### src/rtl/idma_aw_sched_pkg.sv
// idma_aw_sched_pkg: shared types and helpers for the AW credit scheduler
package idma_aw_sched_pkg;

    typedef enum logic {IDLE, LOCKED} state_e;

    typedef struct packed {
        logic [7:0]  id;
        logic [31:0] addr;
        logic [7:0]  len;
    } aw_chan_t;

    function automatic int unsigned cnt_width(input int unsigned max_in_flight);
        return $clog2(max_in_flight + 1);
    endfunction

endpackage

### src/rtl/idma_credit_counter.sv
// idma_credit_counter: saturating outstanding-write counter with underflow detection
module idma_credit_counter
    import idma_aw_sched_pkg::*;
#(
    parameter int unsigned MaxInFlight = 4,
    localparam int unsigned CntW = cnt_width(MaxInFlight)
) (
    input  logic            clk_i,
    input  logic            rst_ni,
    input  logic            inc_i,
    input  logic            dec_i,
    output logic [CntW-1:0] cnt_o,
    output logic            full_o,
    output logic            err_o
);

    logic [CntW-1:0] cnt_q;

    assign cnt_o  = cnt_q;
    assign full_o = cnt_q == CntW'(MaxInFlight);
    assign err_o  = dec_i && cnt_q == '0;

    // a paired inc/dec cancels; an erroneous dec leaves the count untouched
    always_ff @(posedge clk_i or negedge rst_ni) begin
        if (!rst_ni) cnt_q <= '0;
        else if (inc_i && !dec_i && !full_o) cnt_q <= cnt_q + CntW'(1);
        else if (dec_i && !inc_i && !err_o) cnt_q <= cnt_q - CntW'(1);
    end

endmodule

### src/rtl/idma_aw_credit_scheduler.sv
// idma_aw_credit_scheduler: round-robin, credit-limited sharing of one AXI AW port
module idma_aw_credit_scheduler
    import idma_aw_sched_pkg::*;
#(
    parameter int unsigned NumChannels = 2,
    parameter int unsigned MaxInFlight = 4,
    parameter int unsigned AxiIdWidth  = 2,
    parameter type axi_aw_chan_t = aw_chan_t
) (
    input  logic                   clk_i,
    input  logic                   rst_ni,
    input  axi_aw_chan_t           aw_req_i [NumChannels],
    input  logic [NumChannels-1:0] aw_valid_i,
    output logic [NumChannels-1:0] aw_ready_o,
    output axi_aw_chan_t           aw_req_o,
    output logic                   aw_valid_o,
    input  logic                   aw_ready_i,
    input  logic                   b_valid_i,
    input  logic                   b_ready_i,
    input  logic [AxiIdWidth-1:0]  b_id_i,
    output logic [NumChannels-1:0] credit_empty_o,
    output logic                   err_o,
    output logic                   busy_o
);

    localparam int unsigned IdxW = $clog2(NumChannels);

    state_e                 state_q;
    logic [IdxW-1:0]        rr_q, gnt_q, win, gnt, idx;
    logic                   win_vld, gnt_vld, aw_hs, b_hs, b_bad, err_q;
    logic [NumChannels-1:0] elig, full, inc, dec, cnt_err, nz;

    assign elig = aw_valid_i & ~full;

    // scan downwards so the lowest offset from rr_q is the last, winning assignment
    always_comb begin
        win     = '0;
        win_vld = 1'b0;
        idx     = '0;
        for (int k = NumChannels - 1; k >= 0; k--) begin
            idx = IdxW'((int'(rr_q) + k) % NumChannels);
            if (elig[idx]) begin
                win     = idx;
                win_vld = 1'b1;
            end
        end
    end

    assign gnt     = (state_q == LOCKED) ? gnt_q : win;
    assign gnt_vld = (state_q == LOCKED) ? aw_valid_i[gnt_q] : win_vld;
    assign aw_hs   = gnt_vld && aw_ready_i;
    assign b_hs    = b_valid_i && b_ready_i;
    assign b_bad   = b_hs && 32'(b_id_i) >= NumChannels;

    always_comb begin
        aw_req_o              = aw_req_i[gnt];
        aw_req_o.id           = '0;
        aw_req_o.id[IdxW-1:0] = gnt;
    end

    assign aw_valid_o     = gnt_vld;
    assign credit_empty_o = full;
    assign err_o          = err_q;
    assign busy_o         = aw_valid_o || |nz;

    for (genvar i = 0; i < NumChannels; i++) begin : g_ch
        logic [cnt_width(MaxInFlight)-1:0] cnt;
        assign aw_ready_o[i] = aw_hs && gnt == IdxW'(i);
        assign inc[i]        = aw_hs && gnt == IdxW'(i);
        assign dec[i]        = b_hs && b_id_i == AxiIdWidth'(i);
        assign nz[i]         = |cnt;
        idma_credit_counter #(.MaxInFlight(MaxInFlight)) u_cnt (
            .clk_i  (clk_i),
            .rst_ni (rst_ni),
            .inc_i  (inc[i]),
            .dec_i  (dec[i]),
            .cnt_o  (cnt),
            .full_o (full[i]),
            .err_o  (cnt_err[i])
        );
    end

    // the lock holds a stalled grant so valid and payload stay stable until accepted
    always_ff @(posedge clk_i or negedge rst_ni) begin
        if (!rst_ni) begin
            state_q <= IDLE;
            gnt_q   <= '0;
            rr_q    <= '0;
            err_q   <= 1'b0;
        end else begin
            err_q <= err_q || b_bad || |cnt_err;
            if (aw_hs) rr_q <= (gnt == IdxW'(NumChannels - 1)) ? '0 : gnt + IdxW'(1);
            if (state_q == IDLE && win_vld && !aw_ready_i) begin
                state_q <= LOCKED;
                gnt_q   <= win;
            end else if (state_q == LOCKED && aw_hs) begin
                state_q <= IDLE;
            end
        end
    end

endmodule

### config.mk
export PLATFORM = sky130hd
export DESIGN_NAME = idma_aw_credit_scheduler
export DESIGN_NICKNAME = d
export VERILOG_FILES = /design/src/rtl/idma_aw_sched_pkg.sv /design/src/rtl/idma_credit_counter.sv /design/src/rtl/idma_aw_credit_scheduler.sv
export SDC_FILE = /design/constraint.sdc
export NUM_CORES = 1
export LEC_CHECK = 0
export ABC_AREA = 0
export ABC_CLOCK_PERIOD_IN_PS = 6800
export CORE_ASPECT_RATIO = 1.25
export CORE_UTILIZATION = 29
export DETAILED_ROUTE_END_ITERATION = 7
export GPL_TIMING_DRIVEN = 0
export PLACE_DENSITY_LB_ADDON = 0.2
export SYNTH_ARGS = -nofsm -noshare
export SYNTH_HDL_FRONTEND = slang
export SYNTH_HIERARCHICAL = 1
export SYNTH_SLANG_ARGS = --single-unit
### constraint.sdc
create_clock -name clk_i -period 6.8 [get_ports clk_i]
set_input_delay 1.36 -clock clk_i [delete_from_list [all_inputs] [get_ports clk_i]]
set_output_delay 1.36 -clock clk_i [all_outputs]
set_load 0.02 [all_outputs]
== Yosys cells after proc, flatten, opt, wreduce, memory -nomap -nowiden ==
Index checks and enable logic that the tools add are counted.
Storage, ports and cells
  flip-flop bits (word level): 10
  input port bits: 105
  output and inout port bits: 55
  logic and storage cells: 87
Operators by class
  add/sub/neg operators: 6
  order comparisons: 5
  eq/ne operators: 3
  multiplexer cells: 22
  bitwise logic cells: 5
  reductions and logical operators: 40
Operators by type and width (count)
  $mux W40: 3
  $logic_and A1 B1 Y1: 20
  $mux W1: 15
  $mux W3: 4
  $logic_not A1 Y1: 9
  $add A3 B1 Y3 const B: 2
  $eq A3 B3 Y1 const B: 2
  $logic_not A3 Y1: 2
  $lt A1 B2 Y1 const B: 3
  $reduce_bool A2 Y1: 3
  $reduce_or A6 Y1: 1
  $sub A3 B1 Y3 const B: 2
  $ge A2 B2 Y1 const B: 2
  $logic_or A1 B1 Y1: 3
  $add A1 B1 Y1 const B: 2
  $and A2 B2 Y2: 1
  $eq A2 B1 Y1 const B: 1
  $logic_not A2 Y1: 1
  $not A1 Y1: 2
  $not A1 Y2: 1
  $not A2 Y2: 1
  $reduce_or A2 Y1: 1

== Depth between registers and ports, before layout ==
  depth in word-level cells: 15
  mapped depth: 14
  mapped depth without buffers: 13

== Cells and area by module ==
The synthesis kept the hierarchy.
By module, submodules not included
  idma_aw_credit_scheduler: instances 1, cells an instance 83, area each 834.6 um^2, seq. area each 100.1 um^2
  idma_credit_counter at g_ch[1].u_cnt: instances 1, cells an instance 28, area each 269.0 um^2, seq. area each 75.1 um^2
  idma_credit_counter at g_ch[0].u_cnt: instances 1, cells an instance 24, area each 237.7 um^2, seq. area each 75.1 um^2

== Least setup slack after synthesis ==
No wires, ideal clock.
  path kind: input to register
  start point: input port aw_valid_i[0]
  end point: register g_ch[1].u_cnt.cnt_q[2]
  setup time: 0.078 ns
  arrival: 3.774 ns
  data required time: 6.722 ns
  slack: 2.948 ns
  cell stages on the path: 10
  buffers on the path: 1
  cells stage by stage: nand2b_2 nor2_2 o31a_2 nor2_1 buf_2 or3b_1 fa_1 or2b_1 o311ai_1 a21boi_1
On the way
  cells in the longest elaborated chain, start to end: 12
  elaborated cells on any way between the ends: 22
  those cells by class: mux (13); bitwise (1); reduce/logical (8)
RTL lines
  start: declaration: RTL line idma_aw_credit_scheduler.sv:13  | input logic [NumChannels-1:0] aw_valid_i,
  $and A2 B2 Y2: RTL line idma_aw_credit_scheduler.sv:33  | assign elig = aw_valid_i & ~full;
  $mux W1 (not written as such) (2 in series): RTL line idma_aw_credit_scheduler.sv:42  | if (elig[idx]) begin
  $mux W1 (2 in series): RTL line idma_aw_credit_scheduler.sv:42
  $mux W1: RTL line idma_aw_credit_scheduler.sv:50  | assign gnt_vld = (state_q == LOCKED) ? aw_valid_i[gnt_q] : win_vld;
  $logic_and A1 B1 Y1: RTL line idma_aw_credit_scheduler.sv:51  | assign aw_hs = gnt_vld && aw_ready_i;
  $logic_and A1 B1 Y1 (*)
  net aw_ready_o[1]: RTL line idma_aw_credit_scheduler.sv:14  | output logic [NumChannels-1:0] aw_ready_o,
  $logic_not A1 Y1: RTL line idma_credit_counter.sv:27  | else if (dec_i && !inc_i && !err_o) cnt_q <= cnt_q - CntW'(1);
  $logic_and A1 B1 Y1 (2 in series): RTL line idma_credit_counter.sv:27
  $reduce_bool A2 Y1 (no source line)
  end signal: assignment: RTL line idma_credit_counter.sv:26  | else if (inc_i && !dec_i && !full_o) cnt_q <= cnt_q + CntW'(1);
  end signal: assignment: RTL line idma_credit_counter.sv:27
  end: declaration: RTL line idma_credit_counter.sv:17  | logic [CntW-1:0] cnt_q;
Mark *: on every way through the listed nets, which the timed path passes. The rest lies on a longest branch. The select of a mux whose other input is x is not followed.
A chain may end at the register's enable or synchronous reset.

==> results.md <==
- Data required, critical path: around 5.4 ns
- CP Capture Type: output port
- Clk buf depth: 2
- # clock sinks: 10
- # setup viols final: 0
- Met2 Use GR: 0.330
- Io pins: 160
- Via count: roughly 1,600
- Arr. time, crit path: 3.58 ns
- Worst Skew: 0.00163 ns
- Status: finished, final reports clean
- Unrepaired setup endpoints after global routing: no
- Final Cell Area: around 2900 µm²
- First-pass GRT wire length: 7870 µm
- Peak supply drop: 0.245 mV
- XOR/XNOR Fraction of Synth Area: 0.0196
- Vias per cell: 4.70
- Busiest grt layer: met2
- Initial antenna violation count: 0
- Power Density: ~370 nW/µm²
- N_diodes: 0
- Number of synthesized flops with an enable pin: 0
- Fillers: 363
- DRT antenna net count: 0
- Share of cells above drive strength 1: 0.107
- Routing usage on met3: 0.0945
- DRC Markers: 0
- Synth Area in Simple Gates: 0.160
- Complex-gate fraction of the synthesized area: 0.139
- Initial core utilization: 0.303
- Fmax: 202 MHz
- Post-synthesis sequential area ratio: 0.187
- Drt pass-1 iters: 4
- Ys Warns: 6
- Remaining global-route overflow: 0
- Nets@finish: 389
- Routability congestion estimate from global placement: 0.893
- Hold buffers post-CTS: 0
- Final period util: 0.726
- Primary FF master, synth: dfrtp_1
- Clk slew on worst S/H paths: 0.05 ns
- Min-delay worst type: flop to flop
- Skew-Pair Late Insertion Delay: 0.24 ns
- Largest net degree at the start of global routing: 11
- Core outline area: 4430 µm²
- Seq cells post-synth: 10
- Crit path setup slack, layout: between 1.5 and 2 ns
- CTS root buf: clkbuf_8
- Startpoint types: input port
- Postcts setup bufs: 0
- GR Util met1: 0.250
- Synthesized netlist cell count: 135
- Synthesized area: 1340 µm²
- Setup WS pre-CTS: 1.89 ns
- CTS Buf Count: 3
- Mean cell area of the mapped netlist: just under 10 µm²
- DRT iter0 DRCs: 38
- Leakage: 1.11 nW
- Max-slew violation count: 0
- Multiplexer area fraction after synthesis: 0.359
- Fin Setup TNS: 0 ns
- WL/cell: 15.8 µm
- Post-route minimum period: 4.94 ns
- CP max FO: 10
- PortBufs: roughly 140
- Cell variety after synth: about 50
- Final hold vios: 0
- Die area: 4900 µm²
- HPWL Detailed: 4490 µm
- Cell Area, Placed: 2800 µm²
- Die width: 62.8 µm
- Main combinational cell family by area after synthesis: multiplexers
- CP Class: input port to output port
- Synth Area in Adders: 0.0299
- PostCTS Resize Cnt: 0
- Routed WL: 5340 µm
- Syn-to-layout area delta: 113%
- Vias in the first global route: between 1,500 and 2,000
- Die H: 78.0 µm
- Max-Cap Viols: 0
- CTS tree: built
- Ys async rst share: 1.00
- H-tree levels: 1
- Total GRT Usage: 0.207
- Row count: 27
-- metal layers --
metal	routed length (µm)	part of all wire
met1	2230	0.42
met2	2380	0.45
met3	682	0.13
met4	51	0.0095
met5	0	0
-- metrics by stage --
stage / power, mW / utilization / cells / hold slack [ns]
after floorplan: 0.637 / - / 141 / 0.460
after global placement: 0.970 / 0.632 / 335 / 0.465
after detailed placement: 0.976 / 0.632 / 335 / 0.468
after CTS: 1.06 / 0.645 / 339 / 0.480
after global routing: 1.11 / 0.645 / 339 / 0.492
final: 1.05 / 0.645 / 339 / 0.476
-- logic make-up (layout without fill, tap and decap cells) --
kind of cell               count (synthesis)  in the layout
and+or+nand+nor                           36             36
buffers and inverters                     18            158
DFF                                       10             10
other                                      1              7
adders and majority gates                  2              2
muxes                                     43             43
AOI/OAI and AO/OA                         22             22
xor gates and xnor gates                   3              3
-- final timing paths --
check | depth (start not counted) | slack [ns] | to | from
max | 8 | 1.86 | aw_req_o[2] | aw_valid_i[0]
min | 2 | 0.48 | err_o | err_o
max reg2reg | 12 | 3.46 | g_ch[1].u_cnt/cnt_o[2] | g_ch[0].u_cnt/cnt_o[0]
min reg2reg | 2 | 0.48 | err_o | err_o
max in group asynchronous | 1 | 5.05 | gnt_q | rst_ni
min in group asynchronous | 1 | 1.44 | err_o | rst_ni
-- cell type report --
cell class                 instances  area, µm²  share of cell area
timing repair buffer             136       1360               0.477
multi-input combinational        113        975               0.342
sequential                        10        250              0.0877
buffer                            14        121              0.0425
tap                               58       72.6              0.0254
clock buffer                       4       55.1              0.0193
inverter                           4       17.5             0.00614
-- state kept, by name, indices dropped and copies added, names as in the netlist --
signal / cells
g_ch.u_cnt/cnt_o: 6
gnt_q: 1
err_o: 1
rr_q: 1
state_q: 1
-- power breakdown --
part / total (mW) / internal [mW] / leakage, nW / switching [mW]
Clock: 0.0748 / 0.0509 / 0.0288 / 0.0238
Combinational: 0.843 / 0.437 / 0.968 / 0.405
Sequential: 0.136 / 0.0868 / 0.112 / 0.0495
Total: 1.05 / 0.575 / 1.11 / 0.479
-- cell usage after synthesis (3+ instances only) --
cell      count  share of area
dfrtp_1      10           0.19
mux2_1       38           0.32
buf_4         8          0.045
nor2_1        5          0.014
nand2_1       4          0.011
o21a_1        3          0.017
buf_6         5          0.042
nor3_1        4          0.015
nand2b_1      5          0.023
mux2_2        3          0.025
nor2_2        3          0.014
-- cell usage in the layout, fill, tap and decap left out, types with 2 or more instances in the layout --
| cell | instances |
|---|---|
| xor2_1 | 2 |
| buf_4 | 8 |
| nand2_1 | 4 |
| nor2_1 | 5 |
| o21a_1 | 3 |
| buf_6 | 5 |
| mux2_1 | 38 |
| or4_1 | 2 |
| conb_1 | 7 |
| or2b_1 | 2 |
| dfrtp_1 | 10 |
| mux2i_1 | 2 |
| nor3_1 | 4 |
| o311ai_1 | 2 |
| fa_1 | 2 |
| nand2b_1 | 5 |
| clkdlybuf4s50_1 | 136 |
| inv_1 | 2 |
| a221oi_1 | 2 |
| nor2_2 | 3 |
| o2bb2ai_1 | 2 |
| mux2_2 | 3 |
| clkbuf_8 | 4 |
-- critical path, stage by stage --
cell and delay (ns):
clkdlybuf4s50_1 0.46, nand2b_2 0.12, nor2_2 0.05, o31a_2 0.36
inv_4 0.11, buf_6 0.16, mux2_1 0.36, clkdlybuf4s50_1 0.59
No activity file was read; power rests on OpenSTA's default activity.
